[src/rtl/mem_port_arbiter.sv]
// mem_port_arbiter
//
// Owns the single port of the shared instruction/data memory. Each cycle it
// arbitrates between the IF-stage fetch and the MEM-stage load/store, drives
// the memory inputs and captures the returned word into registered
// instruction and load-result holding registers (latency 1).
//
// Fairness: data accesses win by default. After MAX_DATA_RUN consecutive data
// grants, a pending fetch takes the port for one cycle.
//
// Ports:
//   clk, rst_n                      clock, synchronous active-low reset
//   if_req, if_addr                 fetch request and byte address
//   dm_read_req, dm_write_req       load / store request (both = store)
//   dm_addr, dm_wdata, dm_funct3    load/store address, store data, width
//   mem_MemRead, mem_MemWrite       memory control
//   mem_function3, mem_addr         memory access width and word index
//   mem_data_in, mem_data_out       memory write data / combinational read data
//   inst_out, inst_valid            registered fetch result
//   load_data, load_valid           registered load result
//   stall_if, stall_pipe            request pending but not granted this cycle
//   misaligned_fault                one-cycle pulse on a suppressed misaligned access
//
// Build option: define MEM_ARB_MISALIGN_CHECK_EN to suppress misaligned
// accesses and report them on misaligned_fault. Without it the low address
// bits are ignored and misaligned_fault is tied 0.

module mem_port_arbiter #(
    parameter int unsigned ADDR_W       = 6,
    parameter int unsigned MAX_DATA_RUN = 1,
    parameter logic [31:0] NOP_INST     = 32'h00000013
) (
    input  logic              clk,
    input  logic              rst_n,
    input  logic              if_req,
    input  logic [31:0]       if_addr,
    input  logic              dm_read_req,
    input  logic              dm_write_req,
    input  logic [31:0]       dm_addr,
    input  logic [31:0]       dm_wdata,
    input  logic [2:0]        dm_funct3,
    output logic              mem_MemRead,
    output logic              mem_MemWrite,
    output logic [2:0]        mem_function3,
    output logic [ADDR_W-1:0] mem_addr,
    output logic [31:0]       mem_data_in,
    input  logic [31:0]       mem_data_out,
    output logic [31:0]       inst_out,
    output logic              inst_valid,
    output logic [31:0]       load_data,
    output logic              load_valid,
    output logic              stall_if,
    output logic              stall_pipe,
    output logic              misaligned_fault
);

    localparam logic [3:0] MaxRun = 4'(MAX_DATA_RUN);

    logic        dreq;
    logic        data_grant;
    logic        fetch_grant;
    logic        data_mis;
    logic        fetch_mis;
    logic        fetch_ok;
    logic        load_ok;
    logic [3:0]  data_run_q, data_run_d;
    logic [31:0] inst_q;
    logic        inst_valid_q;
    logic [31:0] load_q;
    logic        load_valid_q;

    assign dreq        = dm_read_req | dm_write_req;
    // A pending fetch only blocks data once the data run has hit its limit.
    assign data_grant  = dreq & ~(if_req & (data_run_q == MaxRun));
    assign fetch_grant = if_req & ~data_grant;

    assign stall_if   = rst_n & if_req & ~fetch_grant;
    assign stall_pipe = rst_n & dreq & ~data_grant;

`ifdef MEM_ARB_MISALIGN_CHECK_EN
    logic fault_q;
    logic unused_addr_bits;

    always_comb begin
        data_mis = 1'b0;
        unique case (dm_funct3)
            3'b001, 3'b101: data_mis = dm_addr[0];
            3'b010:         data_mis = (dm_addr[1:0] != 2'b00);
            default:        data_mis = 1'b0;
        endcase
    end
    assign fetch_mis = (if_addr[1:0] != 2'b00);

    always_ff @(posedge clk) begin
        if (!rst_n) begin
            fault_q <= 1'b0;
        end else begin
            fault_q <= (data_grant & data_mis) | (fetch_grant & fetch_mis);
        end
    end
    assign misaligned_fault = fault_q;

    assign unused_addr_bits = ^{if_addr[31:ADDR_W+2], dm_addr[31:ADDR_W+2]};
`else
    logic unused_addr_bits;

    assign data_mis         = 1'b0;
    assign fetch_mis        = 1'b0;
    assign misaligned_fault = 1'b0;
    assign unused_addr_bits = ^{if_addr[31:ADDR_W+2], if_addr[1:0],
                                dm_addr[31:ADDR_W+2], dm_addr[1:0]};
`endif

    // A read/write collision is a store, so only a pure read returns load data.
    assign fetch_ok = fetch_grant & ~fetch_mis;
    assign load_ok  = data_grant & dm_read_req & ~dm_write_req & ~data_mis;

    // Memory drive; with no grant, addr/function3 follow the data side.
    always_comb begin
        mem_MemRead   = 1'b0;
        mem_MemWrite  = 1'b0;
        mem_function3 = dm_funct3;
        mem_addr      = dm_addr[ADDR_W+1:2];
        if (fetch_grant) begin
            mem_MemRead   = ~fetch_mis;
            mem_function3 = 3'b010;
            mem_addr      = if_addr[ADDR_W+1:2];
        end else if (data_grant) begin
            if (dm_write_req) begin
                mem_MemWrite = ~data_mis;
            end else begin
                mem_MemRead = ~data_mis;
            end
        end
        // No memory activity at all while reset is held.
        if (!rst_n) begin
            mem_MemRead  = 1'b0;
            mem_MemWrite = 1'b0;
        end
    end

    assign mem_data_in = dm_wdata;

    always_comb begin
        data_run_d = 4'd0;
        if (data_grant) begin
            data_run_d = (data_run_q == MaxRun) ? data_run_q : data_run_q + 4'd1;
        end
    end

    always_ff @(posedge clk) begin
        if (!rst_n) begin
            inst_q       <= NOP_INST;
            inst_valid_q <= 1'b0;
            load_q       <= 32'd0;
            load_valid_q <= 1'b0;
            data_run_q   <= 4'd0;
        end else begin
            inst_valid_q <= fetch_ok;
            load_valid_q <= load_ok;
            data_run_q   <= data_run_d;
            if (fetch_ok) begin
                inst_q <= mem_data_out;
            end
            if (load_ok) begin
                load_q <= mem_data_out;
            end
        end
    end

    assign inst_out   = inst_q;
    assign inst_valid = inst_valid_q;
    assign load_data  = load_q;
    assign load_valid = load_valid_q;

endmodule

[config.mk]
export PLATFORM = sky130hd
export DESIGN_NAME = mem_port_arbiter
export DESIGN_NICKNAME = d
export VERILOG_FILES = /design/src/rtl/mem_port_arbiter.sv
export SDC_FILE = /design/constraint.sdc
export NUM_CORES = 1
export LEC_CHECK = 0
export BUFFER_PORTS_ARGS = -buffer_cell sky130_fd_sc_hd__buf_2
export CORE_UTILIZATION = 25
export DETAILED_ROUTE_END_ITERATION = 16
export PLACE_DENSITY = 0.57
export SLEW_MARGIN = 20
export SYNTH_ARGS = -nofsm -noshare
export SYNTH_HDL_FRONTEND = slang
export SYNTH_SLANG_ARGS = --single-unit
[constraint.sdc]
create_clock -name clk -period 2.1 [get_ports clk]
set_clock_uncertainty 0.2 [all_clocks]
set_input_delay 0.105 -clock clk [delete_from_list [all_inputs] [get_ports clk]]
set_output_delay 0.105 -clock clk [all_outputs]
set_load 0.01 [all_outputs]
# After elaboration in Yosys (flattened, before gate mapping)
# Cells that the tools add are included.
# totals
reg_bits,70
out_inout_bits,112
word_cells,32
# op_classes
addsub,1
n_eq_ne,1
n_mux,10
bitwise_logic,14
reduce_logical,1
# op_table
operator,count
$and 1x1->1,9
$mux 1,8
$mux 6,1
$add 4x1->4 const B,1
$eq 4x1->1 const B,1
$not 1->1,4
$mux 3,1
$reduce_and 2->1,1
$or 1x1->1,1

# Longest topological paths before layout
# depth
word_depth,8
ltp_mapped,7

# Least setup slack after synthesis
# No wires, ideal clock.
# synth_timing
path_type,reg-to-output
startpoint,reg data_run_q[1]
endpoint,out mem_addr[0]
t_arrival_ns,1.374
path_slack_ns,0.421
stages_incl_launch_ff,7
cell_sequence,dfxtp_1 -> inv_1 -> ha_1 -> nor3b_2 -> o21ai_1 -> buf_4 -> mux2_2
# synth_between
elab_chain_len,7
# synth_rtl
item,line_no,text
start: declaration,66,"logic [3:0] data_run_q, data_run_d;"
start signal: assignment,161,data_run_q <= data_run_d;
$eq 4x1->1,74,assign data_grant = dreq & ~(if_req & (data_run_q == MaxRun));
$and 1x1->1,74,
$not 1->1,74,
$and 1x1->1,74,
$not 1->1,75,assign fetch_grant = if_req & ~data_grant;
$and 1x1->1,75,
$mux 6,124,if (fetch_grant) begin
end: declaration,45,"output logic [ADDR_W-1:0] mem_addr,"
# Every way passes these cells.

# Worst setup path in the final report
# layout_timing
startpoint,reg data_run_q[1]
endpoint,out mem_addr[1]
# The elaborated chain is that of the path after synthesis.

==> tab_implementation.tex <==
\begin{tabular}{lr}
\hline
Metric & Value \\
\hline
\multicolumn{2}{l}{\textbf{Outcome}} \\
Status & completed \\
\multicolumn{2}{l}{\textbf{Synth}} \\
Synthesized area per cell & 9.40 um2 \\
Post-synthesis cell area & 0.00309 mm2 \\
Number of nets in the synthesized netlist & 467 \\
Number of library cell types mapped by synthesis & 29 \\
Flops \& latches, synth & 70 \\
Synth Instances & 329 \\
Synth Warn \# & 0 \\
Register area share after synthesis & 45.3\% \\
\multicolumn{2}{l}{\textbf{Place}} \\
Number of instances in the placed design & 583 \\
Count of port buffers added during placement & 130 \\
Final estimated routing congestion in global placement & 0.696 \\
Area post-placement & 0.00373 mm2 \\
HPWL after detailed placement & 5.19 mm \\
Worst-case setup slack after placement & 0.215 ns \\
\multicolumn{2}{l}{\textbf{Clocking}} \\
Clock root buffer & sky130\_fd\_sc\_hd\_\_clkbuf\_16 \\
Clock tree from TritonCTS & yes \\
\# H-tree levels & 3 \\
Total CTS buffers & 9 \\
Clock latency at the later pin of the worst-skew pair & 0.33 ns \\
Clock transition at the registers of the reported paths & 0.06 ns \\
Max Buffers Root-to-Sink & 2 \\
TritonCTS Sinks & 70 \\
\multicolumn{2}{l}{\textbf{Route}} \\
Vias per inst & 4.16 \\
Count of TritonRoute iterations in the first routing pass & 4 \\
Total vias in the final route & 2,648 \\
Drt wl/cell & 12.1 um \\
Final ANT Viol Nets & 0 \\
Iteration-0 DRC Markers & 100 \\
Routed WL & 7.73 mm \\
DRC violation count after routing & 0 \\
\multicolumn{2}{l}{\textbf{Finish}} \\
Total Nets Final & 605 \\
Area delta synth->final & 44.8\% \\
ANT cells & 0 \\
Count of non-filler cells in the finished layout & 637 \\
Share of layout cells above drive strength 1 & 38.0\% \\
Most frequent cells in the layout & sky130\_fd\_sc\_hd\_\_buf\_2 (123), sky130\_fd\_sc\_hd\_\_nand2\_1 (95), sky130\_fd\_sc\_hd\_\_dfxtp\_1 (68), sky130\_fd\_sc\_hd\_\_mux2i\_1 (61), sky130\_fd\_sc\_hd\_\_dlygate4sd3\_1 (33) \\
Area of all placed cells without fillers & 0.00448 mm2 \\
Most common cell after layout, fill and taps aside & sky130\_fd\_sc\_hd\_\_buf\_2 \\
\multicolumn{2}{l}{\textbf{STA}} \\
Final critical path time including I/O delays and setup & 2.07 ns \\
Highest achievable clock rate & 483 MHz \\
Crit share post-route & 98.5\% \\
Total Neg Setup Slack & 0 ns \\
Minimum setup slack in the final design & 0.0307 ns \\
Final-report hold violation count & 0 \\
Unrepaired setup endpoints after global routing & yes \\
Number of max-slew violations in the final report & 0 \\
Number of setup violations in the final report & 0 \\
\multicolumn{2}{l}{\textbf{Critical path}} \\
Critical-path top delay cell & sky130\_fd\_sc\_hd\_\_dfxtp\_2 \\
CP Max Fanout & 7 \\
WP data required & 1.79 ns \\
Worst Setup Path Type & flip-flop to output pin \\
Arrival time of the worst setup path & 1.76 ns \\
CP endpoint kind & output pin \\
Series of cell instances along the critical path & inv\_2, ha\_4, nor3b\_4, o21ai\_4, buf\_12, mux2\_4, buf\_6 \\
Worst stage delay on the critical path & 0.34 ns \\
Startpoint class of the critical path & flip-flop \\
\multicolumn{2}{l}{\textbf{Global routing}} \\
Initial antenna violation count & 0 \\
Via count of the first global-routing pass & 2,529 \\
Remaining global-route overflow & 0 \\
GRT Util Overall & 12.1\% \\
Maximum number of pins on one net before global-route repair & 68 \\
First-pass GRT wire length & 11.8 mm \\
\multicolumn{2}{l}{\textbf{Floorplanning}} \\
Starting Density & 25.7\% \\
Cell Rows & 40 \\
Die X & 113 um \\
Overall die height & 113 um \\
Core box area & 0.0121 mm2 \\
Number of placed I/O pins & 248 \\
Die footprint & 0.0128 mm2 \\
\multicolumn{2}{l}{\textbf{Power}} \\
Pwr dens & 767 mW/mm2 \\
P\_leak & 2.22 nW \\
Post-layout total power & 0.00344 W \\
Peak supply drop & 0.547 mV \\
\multicolumn{2}{l}{\textbf{Worst hold path}} \\
Type of the worst min-delay path & input pin to output pin \\
\multicolumn{2}{l}{\textbf{Job}} \\
Max-cap violations & 0 \\
\hline
\end{tabular}
-- cell usage after synthesis, drive strengths merged --
master,count,area [um2]
mux2i,61,611
nor2b,1,6.26
a21oi,4,20.0
nand2b,1,6.26
xor2,1,8.76
nand3,1,5.00
nand2,95,357
conb,1,3.75
clkbuf,11,41.3
mux2,6,67.6
nor3b,1,12.5
dfxtp,70,1400
inv,4,15.0
o21ai,3,15.0
a21boi,1,7.51
nand3b,2,15.0
nor3,1,5.00
and2,4,25.0
buf,43,344
nor2,5,21.3
o21a,1,7.51
ha,2,25.0
xnor2,1,8.76
o211ai,7,52.6
or2,2,12.5
-- timing repair --
action,4_1_cts,5_1_grt
setup buffers,7,1
hold endpoints to repair,64,0
gates resized for setup,19,2
endpoints found under the setup margin,9,9
hold buffers,33,0
pin swaps,1,2
-- final timing paths --
kind	start	endpoint	slack [ns]	depth (start not counted)
max	data_run_q[1]	mem_addr[1]	0.03	7
min	dm_wdata[10]	mem_data_in[10]	0.01	0
max reg2reg	data_run_q[1]	load_data[5]	0.21	8
min reg2reg	load_data[21]	load_data[21]	0.25	2
-- power by group --
group	total, W	switching [W]	internal, W
sequential	0.00145	0.0000406	0.00141
combinational	0.000613	0.000287	0.000325
clock	0.00137	0.000534	0.000838
total	0.00344	0.000862	0.00258
-- layout make-up --
type	instances	area, um2
tap	168	210
inverter	4	15.0
fill	1220	7580
clock inverter	2	10.0
clock buffer	11	253
multi-input combinational	201	1360
sequential	70	1400
timing repair buffer	181	1230
-- metrics by stage --
step                hold WS, ns  utilization [%]
finish                   0.0100             37.1
global route             0.0100             37.1
CTS                     0.00614             37.0
detailed placement       0.0101             30.9
floorplan                0.0471                -
global placement         0.0101             30.9
-- kinds of logic (layout without fill, tap and decap cells) --
| group | count (synthesis) | after routing | synth area share [%] |
|---|---|---|---|
| muxes | 67 | 67 | 21.9 |
| and+or+nand+nor | 113 | 113 | 15.0 |
| DFF | 70 | 70 | 45.3 |
| xor gates and xnor gates | 2 | 2 | 0.566 |
| buffers and inverters | 58 | 198 | 12.9 |
| other | 1 | 1 | 0.121 |
| AOI/OAI and AO/OA | 16 | 16 | 3.32 |
| adders and majority gates | 2 | 2 | 0.809 |
-- registers in the layout (all words and copies together), names as in the netlist --
register,cells
load_valid,1
inst_out,32
load_data,32
data_run_q,4
inst_valid,1
-- metal layers --
metal  track usage, %  vias up  share of wire [%]
li1                 -     1304                  -
met2             20.7       96                 49
met5                0        -                  0
met3             5.62       22                7.4
met1             12.3     1226                 42
met4             6.14        0                2.4
-- critical path, delay by kind of cell (launching register included) --
family	cells	cell delay, ns
simple gates	1	0.15
fa+ha+maj	1	0.15
flops	1	0.34
buf+inv	3	0.33
compound gates	1	0.16
mux	1	0.31
Note: power is estimated with default switching activity, not from simulation.
